==> config.mk <==
export PLATFORM = sky130hd
export DESIGN_NAME = trace_arbiter
export DESIGN_NICKNAME = d
export VERILOG_FILES = /design/src/rtl/trace_arb_pkg.sv /design/src/rtl/trace_rr_arb.sv /design/src/rtl/trace_arbiter.sv
export SDC_FILE = /design/constraint.sdc
export NUM_CORES = 1
export LEC_CHECK = 0
export ABC_AREA = 1
export CAP_MARGIN = 15
export CORE_MARGIN = 1
export CORE_UTILIZATION = 37
export DETAILED_ROUTE_END_ITERATION = 16
export GPL_TIMING_DRIVEN = 0
export MAX_ROUTING_LAYER = met4
export PLACE_DENSITY_LB_ADDON = 0.08
export SYNTH_ARGS = -nofsm -noshare
export SYNTH_HDL_FRONTEND = slang
export SYNTH_SLANG_ARGS = --single-unit
==> constraint.sdc <==
create_clock -name clk -period 20.5 [get_ports clk]
set_input_delay 4.1 -clock clk [delete_from_list [all_inputs] [get_ports clk]]
set_output_delay 4.1 -clock clk [all_outputs]
set_load 0.02 [all_outputs]
==> src/rtl/trace_arb_pkg.sv <==
// Shared defaults and helpers for the trace arbiter.
// Optional drop counters are enabled with TRACE_ARB_DROP_CNT_EN.
package trace_arb_pkg;

    localparam int NS_DEF    = 5;
    localparam int FPAY_DEF  = 32;
    localparam int DROPW_DEF = 8;

    function automatic int log2(input int n);
        int r;
        r = 0;
        while ((1 << r) < n) r++;
        return r;
    endfunction

    localparam int SRCw = log2(NS_DEF);

endpackage

==> src/rtl/trace_rr_arb.sv <==
// Round-robin grant: first requester at or after ptr, wrapping at NS.
module trace_rr_arb
    import trace_arb_pkg::*;
#(
    parameter int NS = NS_DEF
) (
    input  logic [NS-1:0]          req,
    input  logic [log2(NS)-1:0]    ptr,
    output logic [NS-1:0]          grant,
    output logic [log2(NS)-1:0]    idx,
    output logic                   valid
);

    localparam int SW = log2(NS);

    int j;

    always_comb begin
        grant = '0;
        idx   = '0;
        valid = 1'b0;
        j     = 0;
        for (int k = 0; k < NS; k++) begin
            j = int'(ptr) + k;
            if (j >= NS) j = j - NS;
            if (!valid && req[j]) begin
                valid    = 1'b1;
                grant[j] = 1'b1;
                idx      = SW'(j);
            end
        end
    end

endmodule

==> src/rtl/trace_arbiter.sv <==
// Merges NS trace sources into one trace-buffer write port.
// Per-source drop counters exist only with TRACE_ARB_DROP_CNT_EN.
module trace_arbiter
    import trace_arb_pkg::*;
#(
    parameter int NS    = NS_DEF,
    parameter int Fpay  = FPAY_DEF,
    parameter int DROPw = DROPW_DEF
) (
    input  logic                  clk,
    input  logic                  reset,
    input  logic [NS-1:0]         trigger_in,
    input  logic [NS*Fpay-1:0]    trace_in,
    input  logic                  tb_ready,
    output logic                  trigger_out,
    output logic [Fpay-1:0]       trace_out,
    output logic [log2(NS)-1:0]   src_out,
    output logic [NS-1:0]         drop_flag,
`ifdef TRACE_ARB_DROP_CNT_EN
    output logic [NS*DROPw-1:0]   drop_cnt_all,
`endif
    input  logic                  drop_clr
);

    localparam int SW = log2(NS);

    logic [NS-1:0]   hv;
    logic [Fpay-1:0] hd [NS];
    logic [SW-1:0]   ptr;

    logic [NS-1:0]   req;
    logic [NS-1:0]   grant;
    logic [NS-1:0]   drop;
    logic [SW-1:0]   gidx;
    logic            gvalid;

    assign req  = hv & {NS{tb_ready}};
    // A trigger on a held source is lost unless that source is leaving now
    assign drop = trigger_in & hv & ~grant;

    trace_rr_arb #(
        .NS(NS)
    ) u_arb (
        .req   (req),
        .ptr   (ptr),
        .grant (grant),
        .idx   (gidx),
        .valid (gvalid)
    );

    always_ff @(posedge clk or posedge reset) begin
        if (reset) begin
            hv <= '0;
            for (int i = 0; i < NS; i++) hd[i] <= '0;
        end else begin
            for (int i = 0; i < NS; i++) begin
                if (trigger_in[i] && (!hv[i] || grant[i])) begin
                    hd[i] <= trace_in[i*Fpay +: Fpay];
                    hv[i] <= 1'b1;
                end else if (grant[i]) begin
                    hv[i] <= 1'b0;
                end
            end
        end
    end

    always_ff @(posedge clk or posedge reset) begin
        if (reset) begin
            trigger_out <= 1'b0;
            trace_out   <= '0;
            src_out     <= '0;
            ptr         <= '0;
        end else if (gvalid) begin
            trigger_out <= 1'b1;
            trace_out   <= hd[gidx];
            src_out     <= gidx;
            ptr         <= (gidx == SW'(NS - 1)) ? '0 : gidx + 1'b1;
        end else begin
            trigger_out <= 1'b0;
        end
    end

    always_ff @(posedge clk or posedge reset) begin
        if (reset) begin
            drop_flag <= '0;
        end else begin
            drop_flag <= (drop_flag & ~{NS{drop_clr}}) | drop;
        end
    end

`ifdef TRACE_ARB_DROP_CNT_EN
    logic [DROPw-1:0] cnt [NS];

    always_ff @(posedge clk or posedge reset) begin
        if (reset) begin
            for (int i = 0; i < NS; i++) cnt[i] <= '0;
        end else begin
            for (int i = 0; i < NS; i++) begin
                if (drop_clr) begin
                    cnt[i] <= drop[i] ? DROPw'(1) : '0;
                end else if (drop[i] && cnt[i] != '1) begin
                    cnt[i] <= cnt[i] + 1'b1;
                end
            end
        end
    end

    for (genvar i = 0; i < NS; i++) begin : g_cnt
        assign drop_cnt_all[i*DROPw +: DROPw] = cnt[i];
    end
`endif

endmodule

Word-level counts from Yosys, hierarchy flattened:

Cells that the tools add are included.

* bits in registers: 209
* word-level logic and storage cells: 147
* output and inout port bits: 41
* input port bits: 169

* add/subtract/negate cells: 10
* eq/ne operators: 1
* bitwise gates (word level): 12
* mux-type cells: 60
* reduce and logical (&&, ||, !) cells: 33
* order comparisons: 16

Operator list (number)
* $mux W32: 7
* $ge A32 B1 Y1 const B: 5
* $lt A32 B5 Y1 const B: 5
* $ge A32 B4 Y1 const B: 4
* $sub A32 B4 Y32 const B: 4
* $bmux W32 S3: 1
* $mux W1: 31
* $mux W5: 5
* $or A5 B5 Y5: 5
* $and A5 B5 Y5: 4
* $mux W3: 6
* $bmux W1 S3: 5
* $demux W1 S3: 5
* $logic_and A1 B1 Y1: 14
* $not A5 Y5: 2
* $reduce_bool A2 Y1: 5
* $logic_not A1 Y1: 9
* $add A3 B2 Y4 const B: 2
* $logic_or A1 B1 Y1: 5
* $add A3 B1 Y4 const B: 1
* $add A3 B3 Y4 const B: 1
* $ge A4 B4 Y1 const B: 1
* $not A3 Y4: 1
* $sub A3 B3 Y4 const B: 1
* other kinds (3): 3

Longest topological paths before layout:

* depth after elaboration: 22
* mapped depth: 25
* gate-level depth less buffers: 22

Hierarchy:

Synthesis repeated with hierarchy kept, for this count alone.

* cells, all modules: 1457
* area total of the unflattened synthesis: 10834.1 um^2

By module, submodules not included
* trace_arbiter: times used 1, cells an instance 1182, area each 9412.8 um^2
* trace_rr_arb: times used 1, cells an instance 275, area each 1421.4 um^2

Worst setup path before layout:

No wires, ideal clock.

* kind: input to register
* from: in tb_ready
* to: reg ptr[1]
* slack: 14.602 ns
* library setup time: 0.135 ns
* arrival: 5.762 ns
* required time: 20.365 ns
* stages on the path: 15
* path buffers: 1
* path through: nand2_1 > inv_1 > nand3_1 > nand3_1 > nand2_1 > nor2_4 > nand3_2 > nor2_2 > nor2_4 > nand3_2 > buf_6 > inv_1 > ha_1 > nand3_1 > o21ai_0

* word-level cells in the longest chain between the ends: 19
* elaborated cells between the ends (all ways): 37
* those cells by class: 1 x add/sub; 1 x eq/ne; 26 x mux; 1 x bitwise; 8 x reduce/logical

RTL lines
* start: declaration: RTL line trace_arbiter.sv:14 `input logic tb_ready,`
* $and A5 B5 Y5 *: RTL line trace_arbiter.sv:37 `assign req = hv & {NS{tb_ready}};`
* $bmux W1 S3: RTL line trace_rr_arb.sv:26 `if (!valid && req[j]) begin`
* $mux W1 (not written as such) (2 in a row): RTL line trace_rr_arb.sv:26
* $mux W1: RTL line trace_rr_arb.sv:26
* $logic_not A1 Y1: RTL line trace_rr_arb.sv:26
* $logic_and A1 B1 Y1: RTL line trace_rr_arb.sv:26
* $mux W1: RTL line trace_rr_arb.sv:26
* $logic_not A1 Y1: RTL line trace_rr_arb.sv:26
* (+2 left out)
* $logic_not A1 Y1: RTL line trace_rr_arb.sv:26
* $logic_and A1 B1 Y1: RTL line trace_rr_arb.sv:26
* $mux W1: RTL line trace_rr_arb.sv:26
* $logic_not A1 Y1: RTL line trace_rr_arb.sv:26
* $logic_and A1 B1 Y1: RTL line trace_rr_arb.sv:26
* $mux W3: RTL line trace_rr_arb.sv:26
* $add A3 B1 Y3 / $eq A3 B3 Y1 (equally long branches): RTL line trace_arbiter.sv:77 `ptr <= (gidx == SW'(NS - 1)) ? '0 : gidx + 1'b1;`
* $mux W3: RTL line trace_arbiter.sv:77
* end signal: assignment: RTL line trace_arbiter.sv:77
* end: declaration: RTL line trace_arbiter.sv:29 `logic [SW-1:0] ptr;`

Every way passes the cells marked *; elsewhere a longest branch is shown, timed or not. The select of a mux whose other input is x is not followed.
A chain may end at the register's enable or synchronous reset.

Worst setup path in the final report:

* from: in tb_ready
* to: reg trace_out[25]

* word-level cells in the longest chain between the ends: 21
* elaborated cells between the ends (all ways): 38
* those cells by class: 28 x mux; 2 x bitwise; 8 x reduce/logical

RTL lines
* $and A5 B5 Y5 *: RTL line trace_arbiter.sv:37
* $bmux W1 S3: RTL line trace_rr_arb.sv:26
* $mux W1 (not written as such) (2 in a row): RTL line trace_rr_arb.sv:26
* $mux W1: RTL line trace_rr_arb.sv:26
* $logic_not A1 Y1: RTL line trace_rr_arb.sv:26
* $logic_and A1 B1 Y1: RTL line trace_rr_arb.sv:26
* $mux W1: RTL line trace_rr_arb.sv:26
* $logic_not A1 Y1: RTL line trace_rr_arb.sv:26
* (+3 left out)
* $logic_and A1 B1 Y1: RTL line trace_rr_arb.sv:26
* $mux W1: RTL line trace_rr_arb.sv:26
* $logic_not A1 Y1: RTL line trace_rr_arb.sv:26
* $logic_and A1 B1 Y1: RTL line trace_rr_arb.sv:26
* $mux W3: RTL line trace_rr_arb.sv:26
* $not A3 Y4 (not written as such): RTL line trace_arbiter.sv:75 `trace_out <= hd[gidx];`
* $bmux W32 S3: RTL line trace_arbiter.sv:75
* $mux W32 (not written as such) (2 in a row): RTL line trace_arbiter.sv:75
* end signal: assignment: RTL line trace_arbiter.sv:75
* end: declaration: RTL line trace_arbiter.sv:16 `output logic [Fpay-1:0] trace_out,`

Marks and branches as above.

==> metrics.yaml <==
synth:
  synth.net_count: 1724
  synth_top_area_frac: 0.457
  synth_compound_area_frac: 0.0729
  yosysMostFrequentCell: "nand2_1"
  synth_area_leader_cell: "dfrtp_1"
  synthAdderAreaFrac: 0.0247
  avgSynthCellArea_sq_um: 7.46
  synth_top_family_by_area: "simple AND/OR/NAND/NOR gates"
  synth_area_sq_um: 11400
  ys_async_sr_fraction: 1.00
  synth-simple-area-share: 0.347
  ys_types: 39
  synth_xor_area_frac: 0.000766
  yosys-top-cells-area: "dfrtp_1 (46%), nand2_1 (14%), nand3_1 (9.1%)"
  ys_warn_count: 0
  yosys-top-cells-count: "nand2_1 (436), dfrtp_1 (209), nand3_1 (208), inv_1 (167), a21oi_1 (130)"
  synthesis.instances: 1533
  ys_seq_elements: 209
  synthMuxAreaShare: 0
  synth_edf_count: 0
  ys.flop_type: "dfrtp_1"
  yosysSeqAreaShare: 0.457
placement:
  port_buffers: 206
  dp.final_hpwl_mm: 29.9
  gp_congestion: 0.877
grt:
  grt_pass1_vias: 10600
  grt_pass1_wl_mm: 59.7
  antenna_found_initial: 0
  grt_max_degree: 114
  grtUsageTotal: 0.256
  overflow: 0
critical_path:
  crit_path_start_kind: "input port"
  rrSetupSlack_ps: 16220
  worst_ep_arrival_time_ps: 7050
  crit_required_ps: 20910
  path_class: "input port to flop"
  cp-end-kind: "flop"
  cp_max_fo: 10
clocking:
  ctsHoldBuffers: 0
  insertion_delay_ps: 550
  root_buffer: "clkbuf_16"
  cts_resized: 0
  htree_levels: 1
  clock_path_buffers: 3
  clkTransAtPathRegs_ps: 60
  tritoncts: "built"
  cts_setup_buffers: 0
  cts_made_buffers: 24
  cts_num_sinks: 209
floorplan:
  io_pins: 210
  start_util: 0.375
  die_x_um: 178
  die_area_sq_um: 31600
  coreArea_sq_um: 30500
  die_h_um: 178
  fp-row-count: 64
final_layout:
  antennaDiodeCount: 0
  syn2layout_area_growth_pct: 29.5
  fin_nets: 1957
  drive_gt1_frac: 0.0770
  utilization: 0.485
timing:
  worstMarginPinSlew_ps: 750
  fin_crit_sh: 0.324
  setup_viol: 0
  hold_viol_final: 0
  grt_setup_unrepaired: "no"
  max_slew_margin: 0.500
  finClkSkew_ps: 32.8
  drv_slew: 0
  tns_ps: 0
  min_period_ps: 6640
  max_freq_ghz: 0.151
routing:
  via_per_inst: 4.99
  route.detailed.wl_per_inst_um: 17.6
  num_vias: 10900
  route.detailed.drc: 0
  ant_nets: 0
  drt_first_pass_iters: 5
  wl_mm: 38.4
  drt_iter0_markers: 753
run:
  drv_cap: 0
status:
  outcome: "finished, final reports clean"
worst_hold_path:
  hold_path_class: "flop to flop"
[metal layers]
metal | vias up | share of wire | global-route usage
met3 | 69 | 0.055 | 0.0308
met1 | 5045 | 0.46 | 0.351
met5 | - | 0 | -
li1 | 5399 | - | -
met4 | 0 | 0.032 | 0.0833
met2 | 347 | 0.45 | 0.393
[placed cells by master (no fill, tap or decap), types with 7 or more instances in the layout]
| cell type | instances |
|---|---|
| inv_2 | 8 |
| buf_6 | 7 |
| o21ai_0 | 7 |
| a21oi_1 | 130 |
| nand3_1 | 208 |
| nand3_2 | 10 |
| nand4_1 | 70 |
| o22ai_1 | 7 |
| nand2_2 | 8 |
| dfrtp_1 | 209 |
| buf_2 | 45 |
| nor2_1 | 123 |
| nand2_1 | 436 |
| clkbuf_1 | 38 |
| ha_1 | 21 |
| inv_1 | 166 |
| clkdlybuf4s50_1 | 206 |
| clkbuf_16 | 24 |
[through the flow]
stage               worst slack, ps  hold WS, ps  cell area, sq um  cells
global placement               7600          455             14000   2135
finish                        13860          469             14800   2176
CTS                           13840          472             14800   2176
detailed placement            13300          458             14000   2136
floorplan                     10690          442             11400   1533
global route                  13650          483             14800   2176
[path summary, 6_finish.rpt]
path                       cells after the start     start             to
setup / recovery                              15  tb_ready  trace_out[25]
hold / removal                                 2   hd[101]        hd[101]
setup reg to reg                              19    ptr[1]         ptr[1]
hold reg to reg                                2   hd[101]        hd[101]
max in group asynchronous                      3     reset  trace_out[13]
min in group asynchronous                      2     reset        hd[157]
[logic make-up after synthesis]
group	count (synthesis)
flops	209
simple gates	878
xor+xnor	1
compound gates	157
fa+ha+maj	22
buf+inv	266
[final cells by class]
class,count,area [sq um]
fillers,3103,15700
clock inverters,5,75.1
flip-flops and latches,209,5230
repair buffers,207,2090
plain buffers,89,454
well taps,396,495
multi-input cells,1058,5090
clock buffers,35,702
inverters,177,672
[registers in the layout, indices dropped and copies added (netlist names)]
name,cells
src_out,3
trace_out,32
drop_flag,5
ptr,3
hd,160
trigger_out,1
hv,5
[worst max-delay path: stages]
cell,delay (ps)
clkdlybuf4s50_1,580
nand2_1,170
inv_1,150
nand2_1,70
nand3_1,130
nand3_4,160
nand3_2,130
nand2_1,100
nor2_4,320
clkbuf_1,390
nand4_1,150
nand3_1,220
nand2_1,180
nand2_1,110
a21oi_1,60
Power is left out: the tool's default activity adds up to more than one toggle a clock period on the data nets, which glitch-free logic cannot reach.
